## src/rtl/cond_pkg.sv

```systemverilog
// Shared condition-code and flag definitions for the condition evaluation unit.
package cond_pkg;

  localparam int unsigned COND_LEN = 4;

  localparam logic [COND_LEN-1:0] COND_EQ = 4'b0000;
  localparam logic [COND_LEN-1:0] COND_NE = 4'b0001;
  localparam logic [COND_LEN-1:0] COND_CS = 4'b0010;
  localparam logic [COND_LEN-1:0] COND_CC = 4'b0011;
  localparam logic [COND_LEN-1:0] COND_MI = 4'b0100;
  localparam logic [COND_LEN-1:0] COND_PL = 4'b0101;
  localparam logic [COND_LEN-1:0] COND_VS = 4'b0110;
  localparam logic [COND_LEN-1:0] COND_VC = 4'b0111;
  localparam logic [COND_LEN-1:0] COND_HI = 4'b1000;
  localparam logic [COND_LEN-1:0] COND_LS = 4'b1001;
  localparam logic [COND_LEN-1:0] COND_GE = 4'b1010;
  localparam logic [COND_LEN-1:0] COND_LT = 4'b1011;
  localparam logic [COND_LEN-1:0] COND_GT = 4'b1100;
  localparam logic [COND_LEN-1:0] COND_LE = 4'b1101;
  localparam logic [COND_LEN-1:0] COND_AL = 4'b1110;
  localparam logic [COND_LEN-1:0] COND_NV = 4'b1111;

  // Bit positions within the {N,Z,C,V} flag nibble.
  localparam int unsigned FLAG_N = 3;
  localparam int unsigned FLAG_Z = 2;
  localparam int unsigned FLAG_C = 1;
  localparam int unsigned FLAG_V = 0;

endpackage

```

## src/rtl/cond_decode.sv

```systemverilog
// Combinational ARM-style condition check of one code against a flag nibble.
module cond_decode
  import cond_pkg::*;
(
  input  logic [COND_LEN-1:0] cond,
  input  logic [3:0]          flags,
  output logic                pass
);

  logic n, z, c, v;

  always_comb begin
    n    = flags[FLAG_N];
    z    = flags[FLAG_Z];
    c    = flags[FLAG_C];
    v    = flags[FLAG_V];
    pass = 1'b0;
    unique case (cond)
      COND_EQ: pass = z;
      COND_NE: pass = ~z;
      COND_CS: pass = c;
      COND_CC: pass = ~c;
      COND_MI: pass = n;
      COND_PL: pass = ~n;
      COND_VS: pass = v;
      COND_VC: pass = ~v;
      COND_HI: pass = c & ~z;
      COND_LS: pass = ~c | z;
      COND_GE: pass = (n == v);
      COND_LT: pass = (n != v);
      COND_GT: pass = ~z & (n == v);
      COND_LE: pass = z | (n != v);
      COND_AL: pass = 1'b1;
      COND_NV: pass = 1'b0;
      default: pass = 1'b0;
    endcase
  end

endmodule

```

## src/rtl/cond_eval_unit.sv

```systemverilog
// Multi-lane condition evaluator: status register, 1-cycle result pipeline with
// stall/flush, and per-lane saturating failed-condition counters.
module cond_eval_unit
  import cond_pkg::*;
#(
  parameter int unsigned LANES  = 2,
  parameter int unsigned BYPASS = 1,
  parameter int unsigned CNT_W  = 16
) (
  input  logic                         clk,
  input  logic                         rst_n,
  input  logic                         status_we,
  input  logic [3:0]                   status_in,
  input  logic                         stall,
  input  logic                         flush,
  input  logic [LANES-1:0]             in_valid,
  input  logic [LANES*COND_LEN-1:0]    in_cond,
  output logic [LANES-1:0]             out_valid,
  output logic [LANES-1:0]             out_pass,
  output logic [3:0]                   status_out,
  output logic [LANES*CNT_W-1:0]       fail_cnt
);

  logic [3:0]                  status_d, status_q;
  logic [3:0]                  eval_flags;
  logic [LANES-1:0]            lane_pass;
  logic [LANES-1:0]            valid_d, valid_q;
  logic [LANES-1:0]            pass_d, pass_q;
  logic [LANES-1:0][CNT_W-1:0] cnt_d, cnt_q;

  always_comb begin
    status_d   = status_we ? status_in : status_q;
    eval_flags = ((BYPASS != 0) && status_we) ? status_in : status_q;
  end

  for (genvar i = 0; i < LANES; i++) begin : g_lane
    cond_decode u_cond_decode (
      .cond  (in_cond[COND_LEN*i +: COND_LEN]),
      .flags (eval_flags),
      .pass  (lane_pass[i])
    );
  end

  always_comb begin
    valid_d = valid_q;
    pass_d  = pass_q;
    cnt_d   = cnt_q;
    if (flush) begin
      valid_d = '0;
    end else if (!stall) begin
      valid_d = in_valid;
      pass_d  = lane_pass;
      for (int i = 0; i < LANES; i++) begin
        if (in_valid[i] && !lane_pass[i] && (cnt_q[i] != {CNT_W{1'b1}})) begin
          cnt_d[i] = cnt_q[i] + CNT_W'(1);
        end
      end
    end
  end

  always_ff @(posedge clk or negedge rst_n) begin
    if (!rst_n) begin
      status_q <= '0;
      valid_q  <= '0;
      pass_q   <= '0;
      cnt_q    <= '0;
    end else begin
      status_q <= status_d;
      valid_q  <= valid_d;
      pass_q   <= pass_d;
      cnt_q    <= cnt_d;
    end
  end

  assign out_valid  = valid_q;
  assign out_pass   = pass_q;
  assign status_out = status_q;
  assign fail_cnt   = cnt_q;

endmodule

```

## config.mk

```make
export PLATFORM = sky130hd
export DESIGN_NAME = cond_eval_unit
export DESIGN_NICKNAME = d
export VERILOG_FILES = /design/src/rtl/cond_pkg.sv /design/src/rtl/cond_decode.sv /design/src/rtl/cond_eval_unit.sv
export SDC_FILE = /design/constraint.sdc
export NUM_CORES = 1
export LEC_CHECK = 0
export CAP_MARGIN = 20
export CORE_MARGIN = 4
export CORE_UTILIZATION = 50
export CTS_BUF_LIST = sky130_fd_sc_hd__clkbuf_4 sky130_fd_sc_hd__clkbuf_8
export CTS_CLUSTER_SIZE = 24
export DETAILED_ROUTE_END_ITERATION = 8
export MAX_ROUTING_LAYER = met4
export PLACE_DENSITY = 0.81
export SYNTH_ARGS = -nofsm -noshare
export SYNTH_HDL_FRONTEND = slang
export SYNTH_SLANG_ARGS = --single-unit
```

## constraint.sdc

```tcl
create_clock -name clk -period 2.6 [get_ports clk]
set_input_delay 0.39 -clock clk [delete_from_list [all_inputs] [get_ports clk]]
set_output_delay 0.39 -clock clk [all_outputs]
set_load 0.02 [all_outputs]
```

# Word level (Yosys, flattened, before mapping)

Index checks and enable logic that the tools add are counted.

Word-level logic and storage cells: 68
Input bits: 19
Register bits after elaboration: 40
Output and inout bits: 40

Muxes and demuxes: 5
Reductions and logical operators: 11
Equal/unequal tests: 35
Bitwise logic cells: 10
$add $sub $neg: 2

Operators by type and width:

| kind                                                   | count |
|---|---|
| == test 4 bit (second input constant)                  | 16 |
| adder 16 x 1 -> 16 bit (second input constant)         | 2 |
| == test 4 x 3 -> 1 bit (second input constant)         | 8 |
| inequality test 16 bit (second input constant)         | 2 |
| case mux 1 bit (16 select lines)                       | 2 |
| == test 4 x 2 -> 1 bit (second input constant)         | 4 |
| == test 4 x 1 -> 1 bit (second input constant)         | 2 |
| zero test 4 bit                                        | 2 |
| inverter 1 bit                                         | 6 |
| AND reduction 3 bit                                    | 2 |
| logical AND 1 bit                                      | 4 |
| 2-to-1 mux 2 bit                                       | 2 |
| 2-to-1 mux 4 bit                                       | 1 |
| AND 1 bit                                              | 2 |
| zero test 1 bit                                        | 2 |
| inequality test 2 x 1 -> 1 bit (second input constant) | 1 |
| bitwise OR 1 bit                                       | 2 |
| AND reduction 2 bit                                    | 1 |
| == test 1 bit                                          | 1 |
| inequality test 1 bit                                  | 1 |

# Logic depth before layout (Yosys ltp)

Word-level depth: 8
Gate-level depth with buffers: 9
Mapped depth without buffers: 7

# Modules after synthesis

Synthesis repeated with hierarchy kept, for this count alone.

Cells, all modules: 203
Area total of the unflattened synthesis: 2195.9 um^2

By module, submodules not included:

| module         | area an instance (um^2) | times used | cells each | seq. area each (um^2) |
|---|---|---|---|---|
| cond_eval_unit | 1885.6                  | 1          | 157        | 1001.0 |
| cond_decode    | 155.1                   | 2          | 23         | 0.0 |

# Worst setup path after synthesis

No wires, ideal clock.

Path type: input port to flip-flop
From: in status_we
To: reg cnt_q, in the netlist fail_cnt[26]
Arrival: 2.278 ns
Setup time: 0.138 ns
Stages on the path: 8
Required time: 2.462 ns
Buffers on the path: 2
Slack: 0.184 ns
Cell sequence: buf_6 > inv_1 > mux4_2 > xnor2_1 > o32ai_1 > buf_2 > nor4_1 > xor2_1

Longest elaborated chain between the ends: 8
Elaborated cells between the ends (all ways): 16
Classes of those cells: eq/ne: 2; mux: 2; bitwise: 8; reduce/logical: 4

RTL lines:

| what                                                | RTL line                             | text |
|---|---|---|
| from (decl)                                         | cond_eval_unit.sv:12                 | `input logic status_we,` |
| 2-to-1 mux 4 bit *                                  | cond_eval_unit.sv:33                 | `eval_flags = ((BYPASS != 0) && status_we) ? status_in : status_q;` |
| inequality test 1 bit, or another cell as far along | cond_decode.sv:30, cond_decode.sv:32 |  |
| bitwise OR 1 bit, or another cell as far along      | cond_decode.sv:32                    | `COND_LE: pass = z \| (n != v);` |
| case mux 1 bit (16 select lines) *                  | cond_decode.sv:18                    | `unique case (cond)` |
| zero test 1 bit *                                   | cond_eval_unit.sv:54                 | `if (in_valid[i] && !lane_pass[i] && (cnt_q[i] != {CNT_W{1'b1}})) begin` |
| logical AND 1 bit * (2 in a row)                    | cond_eval_unit.sv:54                 |  |
| AND reduction 3 bit (no line) *                     | -                                    |  |
| to (signal assigned)                                | cond_eval_unit.sv:71                 | `cnt_q <= cnt_d;` |
| to (decl)                                           | cond_eval_unit.sv:29                 | `logic [LANES-1:0][CNT_W-1:0] cnt_d, cnt_q;` |

Every way passes the cells marked *; elsewhere a longest branch is shown, timed or not.
A chain may end at the register's enable or synchronous reset.

# Worst setup path after layout

From: in status_in[2]
To: reg cnt_q, in the netlist fail_cnt[17]

Longest elaborated chain between the ends: 8
Elaborated cells between the ends (all ways): 11
Classes of those cells: mux: 2; bitwise: 5; reduce/logical: 4

RTL lines:

| what                                | RTL line                                                | text |
|---|---|---|
| from (decl)                         | cond_eval_unit.sv:13                                    | `input logic [3:0] status_in,` |
| 2-to-1 mux 4 bit *                  | cond_eval_unit.sv:33                                    |  |
| inverter 1 bit                      | cond_decode.sv:20, cond_decode.sv:27, cond_decode.sv:31 |  |
| AND 1 bit, on equally long branches | cond_decode.sv:31, cond_decode.sv:27                    |  |
| case mux 1 bit (16 select lines) *  | cond_decode.sv:18                                       |  |
| zero test 1 bit *                   | cond_eval_unit.sv:54                                    |  |
| logical AND 1 bit * (2 in a row)    | cond_eval_unit.sv:54                                    |  |
| AND reduction 3 bit (no line) *     | -                                                       |  |

Marks and branches as above.

==> flow_summary.yaml <==
status:
  status: "complete, no violations"
timing:
  maxSlewViolCount: 0
  grt_setup_unrepaired: "no"
  hold_violations: 0
  skew_ps: 15.3
  max_freq_ghz: 0.405
  slew-limit-headroom_pct: 40.7
  tightest_slew_ps: 890
  finalCriticalPeriod_ps: 2470
  finalSetupViolCount: 0
  finalCritPeriodShare_pct: 94.9
detailed_routing:
  drt_first_pass_iters: 4
  num_vias: 2172
  post-route-drc-count: 0
  wl_per_cell_um: 17.0
  vias_per_cell: 5.84
  wl_mm: 6.33
  drt_iter0_drc: 94
  ant_nets: 0
grt:
  antenna_found_initial: 0
  grt_pass1_vias: 2160
  grt-ovfl-total: 0
  grt_max_degree: 41
  grt_use_total_pct: 22.9
  grt_pass1_wl_mm: 10.7
clocking:
  cts_buffer_depth: 2
  cts.sinks: 40
  post_cts_buffers: 0
  ctsHoldBuffers: 0
  cts_buffers: 5
  htreeDepth: 2
  path_clk_slew_ps: 80
  cts_root_buf: "clkbuf_8"
  cts_tree: "yes"
  clock_latency_ps: 300
die:
  fp.dieW_um: 77.0
  core_area_mm2: 0.00447
  dieArea_mm2: 0.00594
  rows: 24
  start_util_pct: 53.3
  ios: 59
  fp.dieH_um: 77.0
cells_and_area:
  final_layout_size_suffix_gt1_share_pct: 15.9
  syn2layout_area_growth_pct: 38.0
  diodes: 0
  final_area_mm2: 0.00329
  utilization_pct: 73.5
  fin_nets: 340
synthesis:
  ys_top_cells_by_count: "40 x dfrtp_1, 20 x xnor2_1, 17 x xor2_1"
  synth_cell_types: 46
  synth_edf_count: 0
  syn-num-nets: 257
  synth_warnings: 0
  yosysTopAreaCellShare_pct: 42.0
  avgSynthCellArea_um2: 10.1
  ys.flop_type: "dfrtp_1"
  syn_inst: 236
  synth_most_common_cell: "dfrtp_1"
  syn-cell-area_mm2: 0.00238
  yosys.area.top_type: "dfrtp_1"
  ys_ff_latch: 40
  yosysSeqAreaShare_pct: 42.0
  netlist_top_cells_area: "dfrtp_1 42%, xnor2_1 7.3%, xor2_1 6.2%"
  synthArstFlopShare_pct: 100
place:
  place_congestion: 0.906
  numPortBuffers: 58
  placed_cell_area_mm2: 0.00319
  dpl.hpwl_mm: 4.62
power_and_ir_drop:
  peakVddDrop_v: 0.000577
  power.density_mw_per_mm2: 546
  p_leak_uw: 0.00141
setup_path:
  endpoint_kind: "flip-flop"
  cp_data_arrival_time_ps: 2640
  cp_max_fo: 5
  cp-start-kind: "input pin"
  cp.required_ps: 2780
  crit_type: "in2reg"
hold_path:
  hold_path.class: "in2async"
flow_run:
  cap_violations: 0
metal layers:
metal  share of wire (%)  GRT usage (%)  wire, um  vias to the layer above
met3                 5.7           6.21       361                        6
met1                  46           30.5      2900                     1060
met5                   0              -         0                        -
met2                  47           34.8      3010                       64
met4                 1.0           6.05        65                        0
li1                    -              -         -                     1042
worst paths after layout:
check / from / to / slack (ps) / cells past startpoint
setup reg to reg: status_out[0] / fail_cnt[17] / 310 / 6
hold / removal: rst_n / fail_cnt[25] / 210 / 1
max in group asynchronous: rst_n / fail_cnt[27] / 1820 / 1
min in group clk: fail_cnt[9] / fail_cnt[9] / 500 / 1
setup / recovery: status_in[2] / fail_cnt[17] / 130 / 7
hold reg to reg: fail_cnt[9] / fail_cnt[9] / 500 / 1
sequential cells by signal (all words and copies together) (netlist names):
signal and flops:
out_pass 2, out_valid 2, status_out 4, fail_cnt 32
per-stage QoR:
stage                     worst slack, ps  instances  TNS, ps  total power (uW)  hold slack [ps]
after floorplan                       184        236        0              1080             94.4
after global placement               -241        364    -5450              1370              477
after detailed placement             -334        364    -8680              1380              484
after CTS                            98.8        372        0              1800              239
after global routing                 7.71        372        0              1880              267
final                                 132        372        0              1800              206
report_power, final:
| group | total, uW | internal [uW] | switching (uW) |
|---|---|---|---|
| logic | 585 | 291 | 294 |
| registers | 794 | 695 | 99.2 |
| clock network | 416 | 187 | 229 |
| total | 1800 | 1170 | 622 |
critical path, cell delays in order:
cell             delay (ps)
clkdlybuf4s50_1         510
nand2b_1                200
mux4_2                  480
xnor2_1                 180
o32ai_2                 150
nor3_1                  350
mux2_2                  380
placed cells by master (no fill, tap or decap), types with 3 or more instances in the layout:
master	n
nor3b_1	3
xor2_1	17
o2111ai_1	7
buf_4	27
nor3_1	7
clkbuf_8	5
nor2b_1	3
and3_1	6
dfrtp_1	40
or2_2	3
inv_1	10
nand3b_1	4
nand2_1	11
and4_1	4
nand3_1	11
mux2i_1	4
xnor2_1	20
clkdlybuf4s50_1	56
o211ai_1	6
nand4_1	9
nor4_1	9
nor2_1	15
mux2_2	3
o21ai_0	5
cell families (layout without fill, tap and decap cells):
family | Yosys count | after routing | synth area share, %
buffers and inverters | 19 | 103 | 3.78
AOI/OAI and AO/OA | 34 | 34 | 11.2
adders and majority gates | 2 | 2 | 1.05
xor gates and xnor gates | 37 | 37 | 13.6
DFF | 40 | 40 | 42.0
and+or+nand+nor | 93 | 93 | 22.0
muxes | 11 | 11 | 6.40
area by class of cell:
type / instances / area (um2)
flip-flops and latches: 40 / 1000
clock inverters: 3 / 18.8
clock buffers: 5 / 68.8
inverters: 10 / 37.5
multi-input cells: 177 / 1320
repair buffers: 85 / 777
fillers: 349 / 1190
well taps: 52 / 65.1
what timing repair did:
action	4_1_cts	5_1_grt
resized for setup	1	2
setup endpoints to repair	9	2
endpoints found under the hold margin	0	0
Power figures use the tool's default switching activity.
